$ cat src/rtl/instruction_decode_pkg.sv
// RV32I decode-stage constants, control bundle and ALU-op helper.
// Shared by decode, execute and their benches.
package decode_pkg;

  localparam logic [6:0] OPC_RTYPE  = 7'b0110011;
  localparam logic [6:0] OPC_ITYPE  = 7'b0010011;
  localparam logic [6:0] OPC_LOAD   = 7'b0000011;
  localparam logic [6:0] OPC_STORE  = 7'b0100011;
  localparam logic [6:0] OPC_BRANCH = 7'b1100011;
  localparam logic [6:0] OPC_JAL    = 7'b1101111;
  localparam logic [6:0] OPC_JALR   = 7'b1100111;
  localparam logic [6:0] OPC_LUI    = 7'b0110111;
  localparam logic [6:0] OPC_AUIPC  = 7'b0010111;
  localparam logic [6:0] OPC_SYSTEM = 7'b1110011;

  localparam logic [3:0] ALU_ADD  = 4'd0;
  localparam logic [3:0] ALU_SUB  = 4'd1;
  localparam logic [3:0] ALU_SLL  = 4'd2;
  localparam logic [3:0] ALU_SLT  = 4'd3;
  localparam logic [3:0] ALU_SLTU = 4'd4;
  localparam logic [3:0] ALU_XOR  = 4'd5;
  localparam logic [3:0] ALU_SRL  = 4'd6;
  localparam logic [3:0] ALU_SRA  = 4'd7;
  localparam logic [3:0] ALU_OR   = 4'd8;
  localparam logic [3:0] ALU_AND  = 4'd9;
  localparam logic [3:0] ALU_EQ   = 4'd10;
  localparam logic [3:0] ALU_NEQ  = 4'd11;
  localparam logic [3:0] ALU_GE   = 4'd12;
  localparam logic [3:0] ALU_GEU  = 4'd13;

  typedef struct packed {
    logic reg_write;
    logic mem_read;
    logic mem_write;
    logic illegal;
  } ctrl_t;

  // alt selects SUB (funct3 000) or SRA (funct3 101)
  function automatic logic [3:0] alu_from_f3(
    input logic [2:0] f3,
    input logic       alt
  );
    logic [3:0] op;
    op = ALU_ADD;
    case (f3)
      3'b000: op = alt ? ALU_SUB : ALU_ADD;
      3'b001: op = ALU_SLL;
      3'b010: op = ALU_SLT;
      3'b011: op = ALU_SLTU;
      3'b100: op = ALU_XOR;
      3'b101: op = alt ? ALU_SRA : ALU_SRL;
      3'b110: op = ALU_OR;
      default: op = ALU_AND;
    endcase
    return op;
  endfunction

endpackage

$ cat src/rtl/instruction_decode_imm_gen.sv
// RV32I immediate extraction, sign-extended to 32 bits.
// Purely combinational so execute can instantiate it for cross-checks.
module imm_gen
  import decode_pkg::*;
(
  input  logic [31:0] instr,
  output logic [31:0] imm
);

  logic [6:0] opc;
  assign opc = instr[6:0];

  always_comb begin
    imm = '0;
    unique case (1'b1)
      (opc == OPC_ITYPE),
      (opc == OPC_LOAD),
      (opc == OPC_JALR):
        imm = {{20{instr[31]}}, instr[31:20]};
      (opc == OPC_STORE):
        imm = {{20{instr[31]}}, instr[31:25], instr[11:7]};
      (opc == OPC_BRANCH):
        imm = {{19{instr[31]}}, instr[31], instr[7],
               instr[30:25], instr[11:8], 1'b0};
      (opc == OPC_LUI),
      (opc == OPC_AUIPC):
        imm = {instr[31:12], 12'b0};
      (opc == OPC_JAL):
        imm = {{11{instr[31]}}, instr[31], instr[19:12],
               instr[20], instr[30:21], 1'b0};
      default:
        imm = '0;
    endcase
  end

endmodule

$ cat src/rtl/instruction_decode.sv
// RV32I decode stage: one registered stage between fetch and execute.
// Priority per edge: reset > flush > stall > load.
module instruction_decode
  import decode_pkg::*;
#(
  parameter int IWIDTH     = 32,
  parameter int PC_WIDTH   = 32,
  parameter int AWIDTH_REG = 5
) (
  input  logic                  d_clk,
  input  logic                  d_rst,
  input  logic [IWIDTH-1:0]     d_i_instr,
  input  logic [PC_WIDTH-1:0]   d_i_pc,
  input  logic                  d_i_ce,
  output logic                  d_o_ce,
  input  logic                  d_i_stall,
  output logic                  d_o_stall,
  input  logic                  d_i_flush,
  output logic                  d_o_flush,
  output logic [PC_WIDTH-1:0]   d_o_pc,
  output logic [AWIDTH_REG-1:0] d_o_addr_rs1,
  output logic [AWIDTH_REG-1:0] d_o_addr_rs2,
  output logic [AWIDTH_REG-1:0] d_o_addr_rd,
  output logic [31:0]           d_o_imm,
  output logic [2:0]            d_o_funct3,
  output logic [6:0]            d_o_opcode,
  output logic [3:0]            d_o_alu_op,
  output logic                  d_o_reg_write,
  output logic                  d_o_mem_read,
  output logic                  d_o_mem_write,
  output logic                  d_o_illegal
);

  logic [6:0] opc;
  logic [2:0] f3;
  logic [6:0] f7;
  logic [31:0] imm_w;
  logic [3:0] alu_w;
  ctrl_t ctrl_w;

  assign opc = d_i_instr[6:0];
  assign f3  = d_i_instr[14:12];
  assign f7  = d_i_instr[31:25];

  imm_gen u_imm (
    .instr (d_i_instr[31:0]),
    .imm   (imm_w)
  );

  logic wr_cand;
  logic bad;

  always_comb begin
    alu_w   = ALU_ADD;
    wr_cand = 1'b0;
    bad     = 1'b0;
    ctrl_w  = '0;
    unique case (1'b1)
      (opc == OPC_RTYPE): begin
        wr_cand = 1'b1;
        if (f7 == 7'b0000000)
          alu_w = alu_from_f3(f3, 1'b0);
        else if (f7 == 7'b0100000 &&
                 (f3 == 3'b000 || f3 == 3'b101))
          alu_w = alu_from_f3(f3, 1'b1);
        else
          bad = 1'b1;
      end
      (opc == OPC_ITYPE): begin
        wr_cand = 1'b1;
        alu_w = alu_from_f3(f3,
                  (f3 == 3'b101) && d_i_instr[30]);
      end
      (opc == OPC_LOAD): begin
        wr_cand = 1'b1;
        ctrl_w.mem_read = 1'b1;
        bad = (f3 == 3'b011) || (f3[2:1] == 2'b11);
      end
      (opc == OPC_STORE): begin
        ctrl_w.mem_write = 1'b1;
        bad = (f3 > 3'b010);
      end
      (opc == OPC_BRANCH): begin
        case (f3)
          3'b000:  alu_w = ALU_EQ;
          3'b001:  alu_w = ALU_NEQ;
          3'b100:  alu_w = ALU_SLT;
          3'b101:  alu_w = ALU_GE;
          3'b110:  alu_w = ALU_SLTU;
          3'b111:  alu_w = ALU_GEU;
          default: bad = 1'b1;
        endcase
      end
      (opc == OPC_JAL),
      (opc == OPC_JALR),
      (opc == OPC_LUI),
      (opc == OPC_AUIPC):
        wr_cand = 1'b1;
      (opc == OPC_SYSTEM): ;
      default:
        bad = 1'b1;
    endcase
    if (d_i_instr[1:0] != 2'b11)
      bad = 1'b1;
    if (bad) begin
      ctrl_w = '0;
      wr_cand = 1'b0;
    end
    ctrl_w.illegal = bad;
    ctrl_w.reg_write = wr_cand &&
      (d_i_instr[11:7] != 5'd0);
  end

  logic                  ce_q, ce_d;
  ctrl_t                 ctrl_q, ctrl_d;
  logic [PC_WIDTH-1:0]   pc_q, pc_d;
  logic [AWIDTH_REG-1:0] rs1_q, rs1_d;
  logic [AWIDTH_REG-1:0] rs2_q, rs2_d;
  logic [AWIDTH_REG-1:0] rd_q, rd_d;
  logic [31:0]           imm_q, imm_d;
  logic [2:0]            f3_q, f3_d;
  logic [6:0]            opc_q, opc_d;
  logic [3:0]            alu_q, alu_d;

  always_comb begin
    ce_d   = ce_q;
    ctrl_d = ctrl_q;
    pc_d   = pc_q;
    rs1_d  = rs1_q;
    rs2_d  = rs2_q;
    rd_d   = rd_q;
    imm_d  = imm_q;
    f3_d   = f3_q;
    opc_d  = opc_q;
    alu_d  = alu_q;
    if (d_i_flush) begin
      ce_d   = 1'b0;
      ctrl_d = '0;
    end else if (!d_i_stall) begin
      ce_d = d_i_ce;
      if (d_i_ce) begin
        ctrl_d = ctrl_w;
        pc_d   = d_i_pc;
        rs1_d  = d_i_instr[19:15];
        rs2_d  = d_i_instr[24:20];
        rd_d   = d_i_instr[11:7];
        imm_d  = imm_w;
        f3_d   = f3;
        opc_d  = opc;
        alu_d  = alu_w;
      end else begin
        ctrl_d = '0;
      end
    end
  end

  always_ff @(posedge d_clk or negedge d_rst) begin
    if (!d_rst) begin
      ce_q   <= 1'b0;
      ctrl_q <= '0;
      pc_q   <= '0;
      rs1_q  <= '0;
      rs2_q  <= '0;
      rd_q   <= '0;
      imm_q  <= '0;
      f3_q   <= '0;
      opc_q  <= '0;
      alu_q  <= ALU_ADD;
    end else begin
      ce_q   <= ce_d;
      ctrl_q <= ctrl_d;
      pc_q   <= pc_d;
      rs1_q  <= rs1_d;
      rs2_q  <= rs2_d;
      rd_q   <= rd_d;
      imm_q  <= imm_d;
      f3_q   <= f3_d;
      opc_q  <= opc_d;
      alu_q  <= alu_d;
    end
  end

  assign d_o_stall     = d_i_stall;
  assign d_o_flush     = d_i_flush;
  assign d_o_ce        = ce_q;
  assign d_o_pc        = pc_q;
  assign d_o_addr_rs1  = rs1_q;
  assign d_o_addr_rs2  = rs2_q;
  assign d_o_addr_rd   = rd_q;
  assign d_o_imm       = imm_q;
  assign d_o_funct3    = f3_q;
  assign d_o_opcode    = opc_q;
  assign d_o_alu_op    = alu_q;
  assign d_o_reg_write = ctrl_q.reg_write;
  assign d_o_mem_read  = ctrl_q.mem_read;
  assign d_o_mem_write = ctrl_q.mem_write;
  assign d_o_illegal   = ctrl_q.illegal;

endmodule

$ cat config.mk
export PLATFORM = sky130hd
export DESIGN_NAME = instruction_decode
export DESIGN_NICKNAME = d
export VERILOG_FILES = /design/src/rtl/instruction_decode_pkg.sv /design/src/rtl/instruction_decode_imm_gen.sv /design/src/rtl/instruction_decode.sv
export SDC_FILE = /design/constraint.sdc
export NUM_CORES = 1
export LEC_CHECK = 0
export ABC_AREA = 1
export BUFFER_PORTS_ARGS = -buffer_cell sky130_fd_sc_hd__buf_4
export CORE_MARGIN = 2
export CORE_UTILIZATION = 30
export CTS_CLUSTER_DIAMETER = 40
export DETAILED_ROUTE_END_ITERATION = 8
export GPL_TIMING_DRIVEN = 0
export HOLD_SLACK_MARGIN = 0.02
export PLACE_DENSITY = 0.6
export REMOVE_ABC_BUFFERS = 1
export SLEW_MARGIN = 30
export SYNTH_ARGS = -nofsm -noshare
export SYNTH_HDL_FRONTEND = slang
export SYNTH_SLANG_ARGS = --single-unit
$ cat constraint.sdc
create_clock -name d_clk -period 1.5 [get_ports d_clk]
set_input_delay 0.15 -clock d_clk [delete_from_list [all_inputs] [get_ports d_clk]]
set_output_delay 0.15 -clock d_clk [all_outputs]
set_load 0.05 [all_outputs]
Word-level counts from Yosys, hierarchy flattened
Index checks and enable logic that the tools add are counted.
Storage, ports and cells
  flip-flop bits (word level): 98
  output and inout bits: 100
  logic and storage cells: 76
Operators by class
  magnitude comparators: 1
  eq/ne operators: 21
  mux-type cells: 25
  bitwise operators: 2
  reduce and logical (&&, ||, !) cells: 14
Operator list (count)
  32-bit one-hot mux with 5 select lines: 1
  4-bit one-hot mux with 7 select lines: 3
  7-bit by 6-bit equality test with 1-bit output, second input constant: 4
  7-bit equality test, second input constant: 4
  4-bit one-hot mux with 6 select lines: 1
  4-bit two-way mux: 5
  7-bit by 5-bit equality test with 1-bit output, second input constant: 2
  3-bit equality test, second input constant: 4
  1-bit two-way mux: 12
  4-bit one-hot mux with 3 select lines: 1
  6-bit OR reduction: 2
  7-bit by 2-bit equality test with 1-bit output, second input constant: 1
  7-bit zero test: 1
  7-bit OR reduction: 1
  3-bit by 2-bit equality test with 1-bit output, second input constant: 2
  1-bit one-hot mux with 5 select lines: 1
  5-bit nonzero test: 1
  3-bit by 1-bit equality test with 1-bit output, second input constant: 1
  3-bit by 2-bit > comparator with 1-bit output, second input constant: 1
  1-bit logical AND: 3
  3-bit zero test: 1
  3-bit two-way mux: 1
  3-bit AND reduction: 1
  3-bit OR reduction: 1
  other kinds (6): 8

Depth between registers and ports, before layout
  word-level depth: 12
  gate-level depth with buffers: 12
  depth with buffers taken out: 11

Hierarchy
From an unflattened synthesis, not the netlist that was laid out.
Second synthesis, totals
  cell total of the unflattened synthesis: 692
  area total of the unflattened synthesis: 4979.8 µm²
By module, submodules not included
  instruction_decode: times used 1, cells an instance 526, area an instance 4212.8 µm², sequential area each 2452.4 µm²
  imm_gen: times used 1, cells an instance 166, area an instance 767.0 µm², sequential area each 0.0 µm²

Worst setup path before layout
Ideal clock, no wire load.
  kind: in2reg
  start point: in d_i_instr[0]
  end point: reg imm_q[21], in the netlist d_o_imm[21]
  setup time: 0.066 ns
  data arrival time: 1.012 ns
  setup slack: 0.422 ns
  cell stages on the path: 9
  cells stage by stage: nand2_1 > clkinv_1 > nand2_2 > o21ai_4 > nand2_4 > buf_6 > nand3_1 > nand2_1 > nand2_1
On the way
  cells in the longest elaborated chain, start to end: 3
  elaborated cells on any way between the ends: 11
RTL lines
  from (decl): line instruction_decode.sv:12  | input logic [IWIDTH-1:0] d_i_instr,
  7-bit by 5-bit equality test with 1-bit output (tied with other cells): line instruction_decode_imm_gen.sv:16  | (opc == OPC_ITYPE),
  3-bit OR reduction or 2-bit OR reduction (tied branches): line instruction_decode_imm_gen.sv:15  | unique case (1'b1)
  32-bit one-hot mux with 5 select lines (*): line instruction_decode_imm_gen.sv:15
  to (signal assigned): line instruction_decode.sv:176  | imm_q <= imm_d;
  to (decl): line instruction_decode.sv:120  | logic [31:0] imm_q, imm_d;
Every way passes the cells marked *; elsewhere a longest branch is shown, timed or not.
A chain may end at the register's enable or synchronous reset.

Worst setup path after layout
  start point: in d_i_instr[26]
  end point: reg ctrl_q (netlist bit d_o_illegal)
On the way
  cells in the longest elaborated chain, start to end: 9
  elaborated cells on any way between the ends: 10
RTL lines
  7-bit by 6-bit equality test with 1-bit output: line instruction_decode.sv:63  | else if (f7 == 7'b0100000 &&
  1-bit logical AND: line instruction_decode.sv:63
  1-bit two-way mux: line instruction_decode.sv:63
  1-bit two-way mux (*): line instruction_decode.sv:61  | if (f7 == 7'b0000000)
  1-bit one-hot mux with 5 select lines (*): line instruction_decode.sv:58  | unique case (1'b1)
  1-bit two-way mux (*): line instruction_decode.sv:103  | if (d_i_instr[1:0] != 2'b11)
  4-bit two-way mux (*): line instruction_decode.sv:141  | if (d_i_ce) begin
  4-bit two-way mux (*): line instruction_decode.sv:139  | end else if (!d_i_stall) begin
  4-bit two-way mux (*): line instruction_decode.sv:136  | if (d_i_flush) begin
  to (signal assigned): line instruction_decode.sv:171  | ctrl_q <= ctrl_d;
  to (decl): line instruction_decode.sv:115  | ctrl_t ctrl_q, ctrl_d;
Every way passes the cells marked *; elsewhere a longest branch is shown, timed or not. The select of a mux whose other input is x is not followed.

==> results.md <==
* Met3 Use GR at around 4.7%
* CP peak stage delay at between 500 and 600 ps
* Post-synth top area cell: dfrtp_1
* Met1 Usage GRT at roughly a quarter
* Port bufs at approximately 170
* Crit-path cells: dlygate4sd3_1 -> buf_4 -> inv_1 -> nand2_1 -> nor2_1 -> a21oi_1 -> nor2_2 -> nand2_1 -> nand2_1 -> nand2_1
* Vias per inst at ~4.4
* Hold slack final at between 30 and 40 ps
* Die area at 0.01623 mm²
* First-pass GRT wire length at around 22,000 µm
* Fmax at roughly 710 MHz
* Routed WL at roughly 14,000 µm
* CP max stage cell: dlygate4sd3_1
* Initial antenna violation count at 0
* WP data arrival at ~1700 ps
* Worst Skew at 0 ps
* Post-CTS setup buffer count at 0
* Period utilization at 93.58%
* Cell family with most CP delay: buffers and inverters
* Vias in the first global route at around 4,300
* Syn Inst Count at a little under 600
* Worst skew pair latency at approximately 350 ps
* DR pass1 iterations at 4
* Largest net degree at the start of global routing at 99
* Total of max-cap violations at 0
* Initial core utilization at a little under a third
* Synth top area cells: dfrtp_1 54%, nand2_1 28%, nand3_1 2.8%
* Worst-path clk slew at around 70 ps
* Critical path startpoint category: primary input
* Worst IR Drop VDD at about 550 µV
* GR peak layer: met2
* Sequential Area at between 0.002 and 0.0025 mm²
* Number of nets with antenna violations after routing at 0
* Fill cell count at 1,497
* Status: finished clean
* Io pins at about 170
* Critical path buffers and inverters at 3
* Placed insts at 928
* Req. time, crit path at 1740 ps
* M2 GR Usage at a little over a quarter
* Worst-Margin Slew at 806.1 ps
* Non-Filler Instances at 992
* Lkg Pwr at 3.828 nW
* Grt ovf at 0
* Number of library cell types mapped by synthesis at 25
* Layout Nets at approximately 870
* N_diodes at 0
* Crit path time final at approximately 1400 ps
* Avg Cell Area, Syn at 7.652 µm²
* Post-route cell area at 0.006774 mm²
* DRT iter0 DRCs at approximately 210
* Yosys top cell area share at 53.68%
* Wirelength per Cell at 13.76 µm
* Die Ht at 127.4 µm
* #FFs+latches synth at 98
* CTS root buffer: clkbuf_16
* Clock Sinks at between 90 and 100
* Final Hold Vio Count at 0
* Pins Over Slew Limit at 0
* Ys async rst share at 100.0%
* Footprint of the multi-input gates at approximately 0.0019 mm²
* Seq/Total Area, Yosys at between 50% and 60%
* H-tree depth at 3
* Synth Cell Area at 0.004568 mm²
* Total GRT Usage at ~17%
* RSZ-0062 raised after global routing: false
* Synth warn at 0
* Core ar. at approximately 0.015 mm²
* TNS Setup at 0 ps
* Syn-to-layout area delta at 48.29%
* Pwr Total at about 7.6 mW
* Cell Rows at between 40 and 50
* Synth cell count leaders: 341 x nand2_1, 98 x dfrtp_1, 29 x nor2_1
* Die W at 127.4 µm
* Via count at 4,367
* CP Capture Type: register
* Crit-path most repeated cell: nand2_1
* CTS tree: done
* Most frequent cell after synthesis: nand2_1
* Total power divided by cell area at 1116 mW/mm²
* CP max FO at 4
* Placed cell area at 0.005981 mm²
* Worst hold path type: primary input to register
* Crit path kind: primary input to register
* Clk buf depth at 2
* EDFF count, synth at 0
* Slew Limit Headroom at between 40% and 50%
* Share of post-route cells with drive strength above 1 at about a quarter
* Num CTS Buffers at 9
* Final HPWL DP at about 8800 µm
* DRC viols at 0
* # setup viols final at 0
* GPL Wtd Cong at 0.7833
* Most common flop cell mapped by yosys: dfrtp_1
[path summary, 6_finish.rpt]
path | slack, ps | end | start | depth (start not counted)
setup / recovery | 100 | d_o_illegal | d_i_instr[26] | 10
setup reg to reg | 860 | d_o_opcode[2] | d_o_opcode[2] | 2
hold reg to reg | 480 | d_o_ce | d_o_ce | 2
min in group asynchronous | 460 | d_o_pc[4] | d_rst | 2
hold / removal | 40 | d_o_imm[8] | d_i_instr[28] | 3
max in group asynchronous | 490 | d_o_imm[30] | d_rst | 2
[metrics by stage]
stage / setup WS (ps) / utilization, %
CTS: 13.81 / 44.99
finish: 96.31 / 45.06
detailed placement: -597.3 / 39.78
floorplan: -2428 / -
global placement: -5492 / 39.33
global route: 0.3105 / 45.06
[power by group]
part | internal (mW) | switching [mW] | total [mW]
Combinational | 0.717 | 1.56 | 2.28
Sequential | 2.92 | 0.152 | 3.07
Clock | 1.18 | 1.04 | 2.22
Total | 4.81 | 2.75 | 7.56
[cell families (layout without fill, tap and decap cells)]
logic type | count (synthesis) | count (layout) | synth area share (%)
simple gates | 413 | 414 | 36.29
flops | 98 | 98 | 53.68
buf+inv | 53 | 259 | 5.478
compound gates | 33 | 33 | 4.547
[cell type report]
cell class / count / share of cell area, %
inverter: 26 / 1.515
tap: 188 / 3.472
timing repair buffer: 217 / 26.47
sequential: 98 / 36.20
multi-input combinational: 447 / 28.20
clock buffer: 11 / 3.583
clock inverter: 5 / 0.5541
[flip-flops by register name (all words and copies together), names as in the netlist, 3 cells and up]
name          count
d_o_opcode        7
d_o_imm          32
d_o_pc           32
d_o_alu_op        4
d_o_addr_rs2      5
d_o_funct3        3
d_o_addr_rd       5
d_o_addr_rs1      5
[per-layer routing]
layer | share of wire (%) | vias up
li1 | - | 2242
met1 | 47 | 1980
met2 | 45 | 128
met3 | 6.3 | 17
met4 | 2.0 | 0
met5 | 0 | -
[cells in the final DEF (no fill, tap or decap)]
cell type	synthesis	final
clkbuf_1	9	1
nand3_2	2	2
buf_4	4	167
inv_2	2	2
inv_6	0	2
nand4_2	1	1
clkinv_2	0	1
inv_1	20	19
nand4_1	3	3
nand2_1	341	340
a21oi_1	3	3
dlygate4sd3_1	0	47
nand3_1	26	26
nor2_4	0	2
clkinv_1	4	4
clkinv_4	0	1
nand2_4	1	2
nor2_2	3	4
nand2_2	6	6
o211ai_2	1	1
dfrtp_1	98	98
o31ai_1	1	1
o21ai_4	2	2
clkbuf_8	0	2
nor2_8	1	1
o21ai_0	22	22
buf_16	0	2
o211ai_1	4	4
clkinvlp_4	0	2
nor2_1	29	26
nand2_8	0	1
clkbuf_16	0	9
[worst register-to-register path, cell delays in order, from the launching register on]
cell,delay [ps]
dfrtp_1,390
nand2_1,60
o21ai_0,70
[timing repair]
action | CTS | global route
pin swaps | 1 | 1
cloned | 1 | 0
resized for setup | 5 | 2
hold buffers | 47 | 0
endpoints found under the setup margin | 11 | 12
endpoints found under the hold margin | 144 | 0
No activity file was read; power rests on OpenSTA's default activity.
